<file path="config.mk">
export PLATFORM = sky130hd
export DESIGN_NAME = mul_seq_periph_flat
export DESIGN_NICKNAME = d
export VERILOG_FILES = /design/src/rtl/mul_seq_pkg.sv /design/src/rtl/mul_seq_periph_if.sv /design/src/rtl/mul_seq_core.sv /design/src/rtl/mul_seq_periph.sv /design/src/flat_wrapper.sv
export SDC_FILE = /design/constraint.sdc
export NUM_CORES = 1
export LEC_CHECK = 0
export CAP_MARGIN = 5
export CELL_PAD_IN_SITES_DETAIL_PLACEMENT = 0
export CELL_PAD_IN_SITES_GLOBAL_PLACEMENT = 1
export CORE_UTILIZATION = 35
export CTS_BUF_LIST = sky130_fd_sc_hd__clkbuf_8
export CTS_CLUSTER_SIZE = 40
export DETAILED_ROUTE_END_ITERATION = 6
export PLACE_DENSITY = 0.71
export SLEW_MARGIN = 30
export SYNTH_ARGS = -nofsm -noshare
export SYNTH_HDL_FRONTEND = slang
export SYNTH_SLANG_ARGS = --single-unit
export TNS_END_PERCENT = 100
</file>
<file path="constraint.sdc">
create_clock -name clk -period 8.73 [get_ports clk]
set_clock_uncertainty 0.2 [all_clocks]
set_input_delay 1.746 -clock clk [delete_from_list [all_inputs] [get_ports clk]]
set_output_delay 1.746 -clock clk [all_outputs]
set_load 0.1 [all_outputs]
</file>
<file path="src/rtl/mul_seq_pkg.sv">
// Shared definitions for the sequential multiplier peripheral:
// register offsets, CTRL/STATUS bit positions and FSM encoding.
package mul_seq_pkg;

  localparam logic [1:0] REG_OPA    = 2'd0;
  localparam logic [1:0] REG_OPB    = 2'd1;
  localparam logic [1:0] REG_RESULT = 2'd2;
  localparam logic [1:0] REG_CTRL   = 2'd3;

  localparam int unsigned CTRL_START_BIT = 0;
  localparam int unsigned STAT_BUSY_BIT  = 0;
  localparam int unsigned STAT_DONE_BIT  = 1;

  typedef enum logic [1:0] {
    ST_IDLE = 2'd0,
    ST_RUN  = 2'd1,
    ST_DONE = 2'd2
  } mul_state_e;

  function automatic logic [31:0] status_word(input logic busy, input logic done);
    logic [31:0] w;
    w                = '0;
    w[STAT_BUSY_BIT] = busy;
    w[STAT_DONE_BIT] = done;
    return w;
  endfunction

endpackage

</file>
<file path="src/rtl/mul_seq_periph_if.sv">
// CPU look-ahead bus as seen by the multiplier peripheral, plus its
// registered hit/rdata return path into the system read mux.
interface mul_seq_periph_if;

  logic        mem_la_read;
  logic        mem_la_write;
  logic [31:0] mem_la_addr;
  logic [31:0] mem_la_wdata;
  logic [3:0]  mem_la_wstrb;
  logic        hit;
  logic [31:0] rdata;

  modport master (
    output mem_la_read, mem_la_write, mem_la_addr, mem_la_wdata, mem_la_wstrb,
    input  hit, rdata
  );

  modport slave (
    input  mem_la_read, mem_la_write, mem_la_addr, mem_la_wdata, mem_la_wstrb,
    output hit, rdata
  );

endinterface

</file>
<file path="src/rtl/mul_seq_core.sv">
// Unsigned radix-2 shift-add multiplier: operand latch, accumulator,
// step counter and IDLE/RUN/DONE control. Takes exactly N RUN cycles.
module mul_seq_core
  import mul_seq_pkg::*;
#(
  parameter int unsigned N = 16
) (
  input  logic           clk,
  input  logic           resetn,
  input  logic           start,
  input  logic [N-1:0]   opa,
  input  logic [N-1:0]   opb,
  output logic           busy,
  output logic           done,
  output logic [2*N-1:0] result
);

  localparam int unsigned W2 = 2 * N;
  localparam int unsigned CW = $clog2(N + 1);

  mul_state_e      state, state_nxt;
  logic [CW-1:0]   cnt;
  logic [W2-1:0]   mcand;
  logic [N-1:0]    mplier;
  logic [W2-1:0]   acc;
  logic [W2-1:0]   acc_sum;
  logic            load, step, finish, last_step;

  assign last_step = (cnt == CW'(N - 1));
  assign acc_sum   = acc + (mplier[0] ? mcand : '0);

  // State register.
  always_ff @(posedge clk or negedge resetn) begin
    if (!resetn) state <= ST_IDLE;
    else         state <= state_nxt;
  end

  // Next-state and control decode; a start during RUN is simply not accepted.
  always_comb begin
    state_nxt = state;
    busy      = 1'b0;
    done      = 1'b0;
    load      = 1'b0;
    step      = 1'b0;
    finish    = 1'b0;
    case (state)
      ST_IDLE: begin
        if (start) begin
          load      = 1'b1;
          state_nxt = ST_RUN;
        end
      end
      ST_RUN: begin
        busy = 1'b1;
        step = 1'b1;
        if (last_step) begin
          finish    = 1'b1;
          state_nxt = ST_DONE;
        end
      end
      ST_DONE: begin
        done = 1'b1;
        if (start) begin
          load      = 1'b1;
          state_nxt = ST_RUN;
        end
      end
      default: state_nxt = ST_IDLE;
    endcase
  end

  // Datapath: latch operands on start, one add/shift per RUN cycle, publish on the last.
  always_ff @(posedge clk or negedge resetn) begin
    if (!resetn) begin
      cnt    <= '0;
      mcand  <= '0;
      mplier <= '0;
      acc    <= '0;
      result <= '0;
    end else if (load) begin
      cnt    <= '0;
      mcand  <= W2'(opa);
      mplier <= opb;
      acc    <= '0;
    end else if (step) begin
      cnt    <= cnt + CW'(1);
      acc    <= acc_sum;
      mcand  <= mcand << 1;
      mplier <= mplier >> 1;
      if (finish) result <= acc_sum;
    end
  end

endmodule

</file>
<file path="src/rtl/mul_seq_periph.sv">
// Memory-mapped sequential multiplier: 16-byte register window decoded from
// the CPU look-ahead bus, with registered hit/rdata for the read mux.
module mul_seq_periph
  import mul_seq_pkg::*;
#(
  parameter int unsigned N         = 16,
  parameter logic [31:0] BASE_ADDR = 32'h0FFF_FFF0
) (
  input  logic             clk,
  input  logic             resetn,
  mul_seq_periph_if.slave  bus,
  output logic             busy,
  output logic             done
);

  logic           in_win;
  logic [1:0]     reg_sel;
  logic           wr_acc, rd_acc, start_req;
  logic [31:0]    wmask32;
  logic [N-1:0]   lane_mask;
  logic [N-1:0]   opa, opb;
  logic [2*N-1:0] result;
  logic [31:0]    rd_mux;
  logic           unused_bits;

  assign in_win    = (bus.mem_la_addr[31:4] == BASE_ADDR[31:4]);
  assign reg_sel   = bus.mem_la_addr[3:2];
  assign wr_acc    = bus.mem_la_write && in_win;
  // A simultaneous write wins; the read is dropped.
  assign rd_acc    = bus.mem_la_read && !bus.mem_la_write && in_win;
  assign start_req = wr_acc && (reg_sel == REG_CTRL) && bus.mem_la_wdata[CTRL_START_BIT];

  assign wmask32   = {{8{bus.mem_la_wstrb[3]}}, {8{bus.mem_la_wstrb[2]}},
                      {8{bus.mem_la_wstrb[1]}}, {8{bus.mem_la_wstrb[0]}}};
  assign lane_mask = wmask32[N-1:0];

  assign unused_bits = ^{bus.mem_la_addr[1:0], bus.mem_la_wdata, wmask32};

  // Operand registers with byte-lane write enables.
  always_ff @(posedge clk or negedge resetn) begin
    if (!resetn) begin
      opa <= '0;
      opb <= '0;
    end else if (wr_acc) begin
      if (reg_sel == REG_OPA)
        opa <= (opa & ~lane_mask) | (bus.mem_la_wdata[N-1:0] & lane_mask);
      if (reg_sel == REG_OPB)
        opb <= (opb & ~lane_mask) | (bus.mem_la_wdata[N-1:0] & lane_mask);
    end
  end

  mul_seq_core #(.N(N)) u_core (
    .clk    (clk),
    .resetn (resetn),
    .start  (start_req),
    .opa    (opa),
    .opb    (opb),
    .busy   (busy),
    .done   (done),
    .result (result)
  );

  // Read data selection; STATUS reflects the pre-edge busy/done.
  always_comb begin
    rd_mux = '0;
    case (reg_sel)
      REG_OPA:    rd_mux = 32'(opa);
      REG_OPB:    rd_mux = 32'(opb);
      REG_RESULT: rd_mux = 32'(result);
      REG_CTRL:   rd_mux = status_word(busy, done);
      default:    rd_mux = '0;
    endcase
  end

  // Registered read return; rdata holds its value on non-hitting cycles.
  always_ff @(posedge clk or negedge resetn) begin
    if (!resetn) begin
      bus.hit   <= 1'b0;
      bus.rdata <= '0;
    end else begin
      bus.hit <= rd_acc;
      if (rd_acc) bus.rdata <= rd_mux;
    end
  end

endmodule

</file>
<file path="src/flat_wrapper.sv">
// flat-port wrapper written by rule: the top's interface ports become plain ports
module mul_seq_periph_flat import mul_seq_pkg::*;
#(
  parameter int unsigned N         = 16,
  parameter logic [31:0] BASE_ADDR = 32'h0FFF_FFF0
)
  (clk, resetn, busy, done, bus_mem_la_read, bus_mem_la_write, bus_mem_la_addr, bus_mem_la_wdata, bus_mem_la_wstrb, bus_hit, bus_rdata);
  mul_seq_periph_if bus_i ();
  input  logic clk;
  input  logic resetn;
  output logic busy;
  output logic done;
  input wire logic [$bits(bus_i.mem_la_read)-1:0] bus_mem_la_read;
  input wire logic [$bits(bus_i.mem_la_write)-1:0] bus_mem_la_write;
  input wire logic [$bits(bus_i.mem_la_addr)-1:0] bus_mem_la_addr;
  input wire logic [$bits(bus_i.mem_la_wdata)-1:0] bus_mem_la_wdata;
  input wire logic [$bits(bus_i.mem_la_wstrb)-1:0] bus_mem_la_wstrb;
  output wire logic [$bits(bus_i.hit)-1:0] bus_hit;
  output wire logic [$bits(bus_i.rdata)-1:0] bus_rdata;
  assign bus_i.mem_la_read = bus_mem_la_read;
  assign bus_i.mem_la_write = bus_mem_la_write;
  assign bus_i.mem_la_addr = bus_mem_la_addr;
  assign bus_i.mem_la_wdata = bus_mem_la_wdata;
  assign bus_i.mem_la_wstrb = bus_mem_la_wstrb;
  assign bus_hit = bus_i.hit;
  assign bus_rdata = bus_i.rdata;
  mul_seq_periph #(.N(N), .BASE_ADDR(BASE_ADDR)) u_core (.clk(clk), .resetn(resetn), .bus(bus_i), .busy(busy), .done(done));
endmodule
</file>
==> impl_metrics.env, run 1 <==
export IMPL_ys_warnings_count=0
export IMPL_die_height_microns=167
export IMPL_place_area_sq_mm=0.0106
export IMPL_yosys_cell_types_count=63
export IMPL_finalCoreUtilization_pct=41.8
export IMPL_clk_latency_ns=0.48
export IMPL_cts_post_setup_buffers_inserted=0
export IMPL_vias=7265
export IMPL_drc=0
export IMPL_ios=107
export IMPL_crit_path_end="u_core.u_core.acc[31]$_DFFE_PN0P_"
export IMPL_cts_root_buf="clkbuf_8"
export IMPL_peakVddDrop_mv=0.0888
export IMPL_grt_pass1_vias=7292
export IMPL_n_fill_cell=2635
export IMPL_syn_avg_cell_area_sq_um=9.49
export IMPL_power_density_mw_per_mm2=134
export IMPL_drive_above_1_share_pct=10.3
export IMPL_cap_violations=0
export IMPL_ys_flop_type="dfrtp_1"
export IMPL_hpwl_microns=16200
export IMPL_core_sq_mm=0.0264
export IMPL_yosys_area_top_type="dfrtp_1"
export IMPL_ctsResizeCount=0
export IMPL_grt_antenna_before_repair=0
export IMPL_synth_nets=1106
export IMPL_std_cell_rows=59
export IMPL_num_antenna_cells=0
export IMPL_path_max_fanout=42
export IMPL_vias_per_cell=5.17
export IMPL_rr_startpoint="u_core.u_core.mplier[0]$_DFFE_PN0P_"
export IMPL_crit_type="in -> reg"
export IMPL_wire_per_inst_microns=17.1
export IMPL_io_buffers=86
export IMPL_crit_path_end_kind="flip-flop"
export IMPL_synth_area_leaders="dfrtp_1 49%, nand2_1 8.9%, mux2_2 5.2%"
export IMPL_hold_violations=0
export IMPL_crit_arrival_ns=4.78
export IMPL_ys_seq_area_share_pct=48.5
export IMPL_startpoint="bus_mem_la_addr[12]"
export IMPL_dpl_worst_slack_ns=3.60
export IMPL_synth_top_area_share_pct=48.5
export IMPL_nNetsFinal=1162
export IMPL_grt_pass1_wl_microns=39000
export IMPL_clk_path_buf_depth=2
export IMPL_total_leakage_power_nw=5.13
export IMPL_rrSetupSlack_ns=4.79
export IMPL_initial_core_util_pct=36.0
export IMPL_fmax_mhz=217
export IMPL_ctsHoldBuffers=0
export IMPL_hold_class="reg -> reg"
export IMPL_final_cell_mix="224 x nand2_1, 183 x dfrtp_1, 88 x o21ai_0"
export IMPL_layout_min_cycle_time_ns=4.60
export IMPL_area_delta_synth_final_pct=16.1
export IMPL_reg2reg_depth=12
export IMPL_cts_tree="done"
export IMPL_slew_violations=0
export IMPL_rr_endpoint="u_core.u_core.acc[30]$_DFFE_PN0P_"
export IMPL_status="completed"
export IMPL_async_reset_ff_share_pct=100
export IMPL_setup_viol=0
export IMPL_rsz0062_at_grt="no"
export IMPL_synth_seq_cells=184
export IMPL_h_tree_depth=4
export IMPL_setup_tns_ns=0
export IMPL_synth_area_sq_mm=0.00949
export IMPL_dr_pass1_iters=5
export IMPL_finalCritPeriodShare_pct=52.7
export IMPL_cts_sinks=184
export IMPL_fin_worst_hold_slack_ns=0.283
export IMPL_relSlewSlack_pct=32.3
export IMPL_cp_start_kind="input port"
export IMPL_wirelength_microns=24000
export IMPL_postSynthCellCount=1000
export IMPL_numCtsBuffers=17
export IMPL_worstPathRequired_ns=8.91
export IMPL_setup_slack_ns=4.13
export IMPL_drt_iter0_drc=557
export IMPL_stdcell_area_sq_mm=0.0110
export IMPL_gp_congestion=0.842
export IMPL_ant_nets=0
export IMPL_worst_pin_slew_ns=1.01
export IMPL_synth_edff_count=0
export IMPL_layout_commonest_cell="nand2_1"
export IMPL_grt_max_degree=104
export IMPL_grt_use_total_pct=17.9
export IMPL_fp_dieArea_sq_mm=0.0278
export IMPL_path_clk_slew_ns=0.10
export IMPL_overflow=0
export IMPL_die_width_microns=167
cells by family after synthesis:
logic type | synth area share (%)
mux | 7.28
compound gates | 16.6
fa+ha+maj | 4.56
xor+xnor | 2.49
simple gates | 17.1
buf+inv | 3.44
flops | 48.5
report_power, final:
group          internal [mW]  switching [mW]
clock network          0.243           0.324
registers              0.851     0.000000128
logic                 0.0255          0.0293
total                   1.12           0.353
layout make-up:
type | count | area, sq um | area share (%)
clock inverter | 13 | 121 | 1.10
tap | 335 | 419 | 3.81
clock buffer | 19 | 262 | 2.37
multi-input combinational | 741 | 4580 | 41.5
sequential | 184 | 4610 | 41.8
inverter | 13 | 48.8 | 0.443
timing repair buffer | 99 | 981 | 8.91
metal layers:
metal	vias to the layer above	share of wire (%)	GRT usage, %
met4	0	1.5	5.23
met1	3540	49	24.7
met2	94	47	29.0
met5	-	0	0
li1	3612	-	-
met3	19	2.3	2.85
synthesized netlist by cell type, types with 14 or more instances:
library cell	count
a21o_1	14
a21oi_1	56
a22oi_1	31
and2_1	32
clkbuf_1	48
dfrtp_1	184
ha_1	33
mux2_2	44
mux2i_1	15
nand2_1	224
nor2_1	34
o21ai_0	88
o22ai_1	20
xnor2_1	16
through the flow:
step / total power [mW] / cells
after detailed placement: 0.923 / 1371
after CTS: 1.49 / 1403
final: 1.47 / 1404
after floorplan: 0.876 / 1000
after global routing: 1.53 / 1404
after global placement: 0.923 / 1371
worst max-delay path: stages:
cell and delay [ns]:
clkdlybuf4s50_1 0.45, nand4b_1 0.10, nor4_1 0.43, nand4_1 0.22, or2_2 0.39, nor2_4 0.15, buf_4 0.43, nor2_4 0.03
buf_4 0.34, o21bai_1 0.24, a21o_1 0.20
worst min-delay path by stage:
stage	from	end	cells after the start
floorplan	u_core.u_core.result[1]$_DFFE_PN0P_	u_core.u_core.result[1]$_DFFE_PN0P_	2
global placement	u_core.bus.rdata[30]$_DFFE_PN0P_	u_core.bus.rdata[30]$_DFFE_PN0P_	2
detailed placement	u_core.u_core.mplier[7]$_DFFE_PN0P_	u_core.u_core.mplier[7]$_DFFE_PN0P_	2
CTS	u_core.bus.rdata[30]$_DFFE_PN0P_	u_core.bus.rdata[30]$_DFFE_PN0P_	2
global route	u_core.bus.rdata[4]$_DFFE_PN0P_	u_core.bus.rdata[4]$_DFFE_PN0P_	2
finish	u_core.bus.rdata[4]$_DFFE_PN0P_	u_core.bus.rdata[4]$_DFFE_PN0P_	2
Note: power is estimated with default switching activity, not from simulation.
==> inputs of run 2 (changes only) <==
==> constraint.sdc (replaced) <==
create_clock -name clk -period 4.5 [get_ports clk]
set_clock_uncertainty 0.2 [all_clocks]
set_input_delay 0.9 -clock clk [delete_from_list [all_inputs] [get_ports clk]]
set_output_delay 0.9 -clock clk [all_outputs]
set_load 0.1 [all_outputs]
==> impl_metrics.env, run 2 (same netlist as run 1, synthesis figures left out) <==
export IMPL_worst_pin_slew_ns=1.01
export IMPL_n_fill_cell=2597
export IMPL_drc=0
export IMPL_dpl_cell_count=1376
export IMPL_clk_path_buf_depth=2
export IMPL_grt_pass1_wl_microns=39500
export IMPL_hold_violations=0
export IMPL_finalCoreUtilization_pct=42.1
export IMPL_cts_post_setup_buffers_inserted=0
export IMPL_hpwl_microns=16500
export IMPL_fp_dieArea_sq_mm=0.0278
export IMPL_rrSetupSlack_ns=0.72
export IMPL_ctsHoldBuffers=0
export IMPL_whs_endpoint="u_core.bus.rdata[28]$_DFFE_PN0P_"
export IMPL_final_cell_mix="224 x nand2_1, 184 x dfrtp_1, 88 x o21ai_0"
export IMPL_setup_tns_ns=0
export IMPL_numCtsBuffers=17
export IMPL_peakVddDrop_mv=0.160
export IMPL_core_sq_mm=0.0264
export IMPL_dr_pass1_iters=5
export IMPL_relSlewSlack_pct=32.8
export IMPL_std_cell_rows=59
export IMPL_initial_core_util_pct=36.0
export IMPL_ctsResizeCount=0
export IMPL_hold_path_depth=2
export IMPL_worstPathRequired_ns=4.65
export IMPL_clk_latency_ns=0.47
export IMPL_cts_tree="done"
export IMPL_fmax_mhz=265
export IMPL_regArea_sq_mm=0.00460
export IMPL_layout_commonest_cell="nand2_1"
export IMPL_gp_congestion=0.819
export IMPL_setup_slack_ns=0.724
export IMPL_io_buffers=86
export IMPL_drt_iter0_drc=464
export IMPL_die_width_microns=167
export IMPL_crit_chain="and2_1 > ha_1 > inv_1 > fa_1 > nor2b_1 > o31a_1 > o21ba_2 > a311oi_1 > or2_2 > o31ai_1 > buf_4 > mux2i_1 > nand2_1"
export IMPL_min_from="u_core.bus.rdata[28]$_DFFE_PN0P_"
export IMPL_cts_sinks=184
export IMPL_crit_path_end_kind="flip-flop"
export IMPL_total_leakage_power_nw=5.18
export IMPL_path_max_fanout=14
export IMPL_crit_type="reg -> reg"
export IMPL_rr_startpoint="u_core.u_core.mplier[0]$_DFFE_PN0P_"
export IMPL_fin_cells=1409
export IMPL_slew_violations=0
export IMPL_layout_min_cycle_time_ns=3.78
export IMPL_slowest_stage="dfrtp_1"
export IMPL_wire_per_inst_microns=17.1
export IMPL_wirelength_microns=24100
export IMPL_overflow=0
export IMPL_place_area_sq_mm=0.0107
export IMPL_ant_nets=0
export IMPL_crit_arrival_ns=3.93
export IMPL_vias=7333
export IMPL_stdcell_area_sq_mm=0.0111
export IMPL_grt_use_total_pct=18.0
export IMPL_area_delta_synth_final_pct=16.8
export IMPL_hold_class="reg -> reg"
export IMPL_status="completed"
export IMPL_reg2reg_depth=13
export IMPL_die_height_microns=167
export IMPL_ios=107
export IMPL_drive_above_1_share_pct=10.5
export IMPL_cp_start_kind="flip-flop"
export IMPL_cap_violations=0
export IMPL_setup_viol=0
export IMPL_h_tree_depth=4
export IMPL_path_clk_slew_ns=0.09
export IMPL_nNetsFinal=1166
export IMPL_multi_input_area_sq_mm=0.00458
export IMPL_dpl_worst_slack_ns=0.759
export IMPL_rsz0062_at_grt="no"
export IMPL_rr_endpoint="u_core.u_core.acc[30]$_DFFE_PN0P_"
export IMPL_cpPeakStageDelay_ns=0.66
export IMPL_finalCritPeriodShare_pct=83.9
export IMPL_grt_pass1_vias=7323
export IMPL_power_density_mw_per_mm2=269
export IMPL_grt_antenna_before_repair=0
export IMPL_vias_per_cell=5.20
export IMPL_grt_max_degree=95
export IMPL_cts_root_buf="clkbuf_8"
[run 2: changes by cell type in the layout (fill, tap and decap cells not counted)]
| cell | previous run | this run |
|---|---|---|
| bufinv_16 | 1 | 3 |
| dfrtp_1 | 183 | 184 |
| buf_4 | 11 | 17 |
| dfrtp_2 | 1 | 0 |
| diode_2 | 0 | 1 |
| buf_6 | 1 | 0 |
| inv_6 | 3 | 4 |
| buf_12 | 0 | 1 |
| buf_2 | 1 | 0 |
| clkinvlp_4 | 4 | 1 |
| buf_16 | 1 | 0 |
[run 2: cell type report]
type                       count  share of cell area [%]
sequential                   184                    41.5
multi-input combinational    741                    41.3
timing repair buffer         103                    9.04
tap                          335                    3.78
clock buffer                  19                    2.36
clock inverter                13                    1.51
inverter                      13                   0.440
antenna                        1                  0.0226
[run 2: worst max path at each step]
stage                     slack, ns  cells past startpoint                           startpoint                                end
after floorplan                1.36                     13  u_core.u_core.mplier[0]$_DFFE_PN0P_  u_core.u_core.acc[30]$_DFFE_PN0P_
after global placement         0.80                     13  u_core.u_core.mplier[0]$_DFFE_PN0P_  u_core.u_core.acc[30]$_DFFE_PN0P_
after detailed placement       0.76                     13  u_core.u_core.mplier[0]$_DFFE_PN0P_  u_core.u_core.acc[30]$_DFFE_PN0P_
after CTS                      0.73                     13  u_core.u_core.mplier[0]$_DFFE_PN0P_  u_core.u_core.acc[30]$_DFFE_PN0P_
after global routing           0.53                     13  u_core.u_core.mplier[0]$_DFFE_PN0P_  u_core.u_core.acc[30]$_DFFE_PN0P_
final                          0.72                     13  u_core.u_core.mplier[0]$_DFFE_PN0P_  u_core.u_core.acc[30]$_DFFE_PN0P_
[run 2: stage by stage]
step	hold WS (ns)	total power, mW
after global placement	0.261	1.79
final	0.281	2.98
after global routing	0.305	3.09
after detailed placement	0.263	1.79
after floorplan	0.245	1.70
after CTS	0.289	3.03
[run 2: power by group]
part           total [mW]  leakage [nW]  switching [mW]  internal, mW
logic               0.105          2.64          0.0569        0.0483
clock network        1.22         0.219           0.635         0.587
registers            1.65          2.33     0.000000249          1.65
total                2.98          5.18           0.692          2.29
[run 2: metal layers]
layer  part of all wire (%)  global-route usage (%)  up-vias  wire length (microns)
li1                       -                       -     3635                      -
met1                     48                    24.4     3579                  11500
met2                     48                    30.1      106                  11600
met3                    2.9                    2.78       13                    692
met4                    1.1                    4.59        0                    257
met5                      0                       0        -                      0
[run 2: critical path: cells and delay by family, from the launching register on]
kind,cells,cell delay (ns)
multiplexers,1,0.17
adder cells (fa/ha/maj),2,0.62
AO/OA/AOI/OAI,4,0.96
AND/OR/NAND/NOR,4,0.81
flip-flops,1,0.66
buffers and inverters,2,0.26
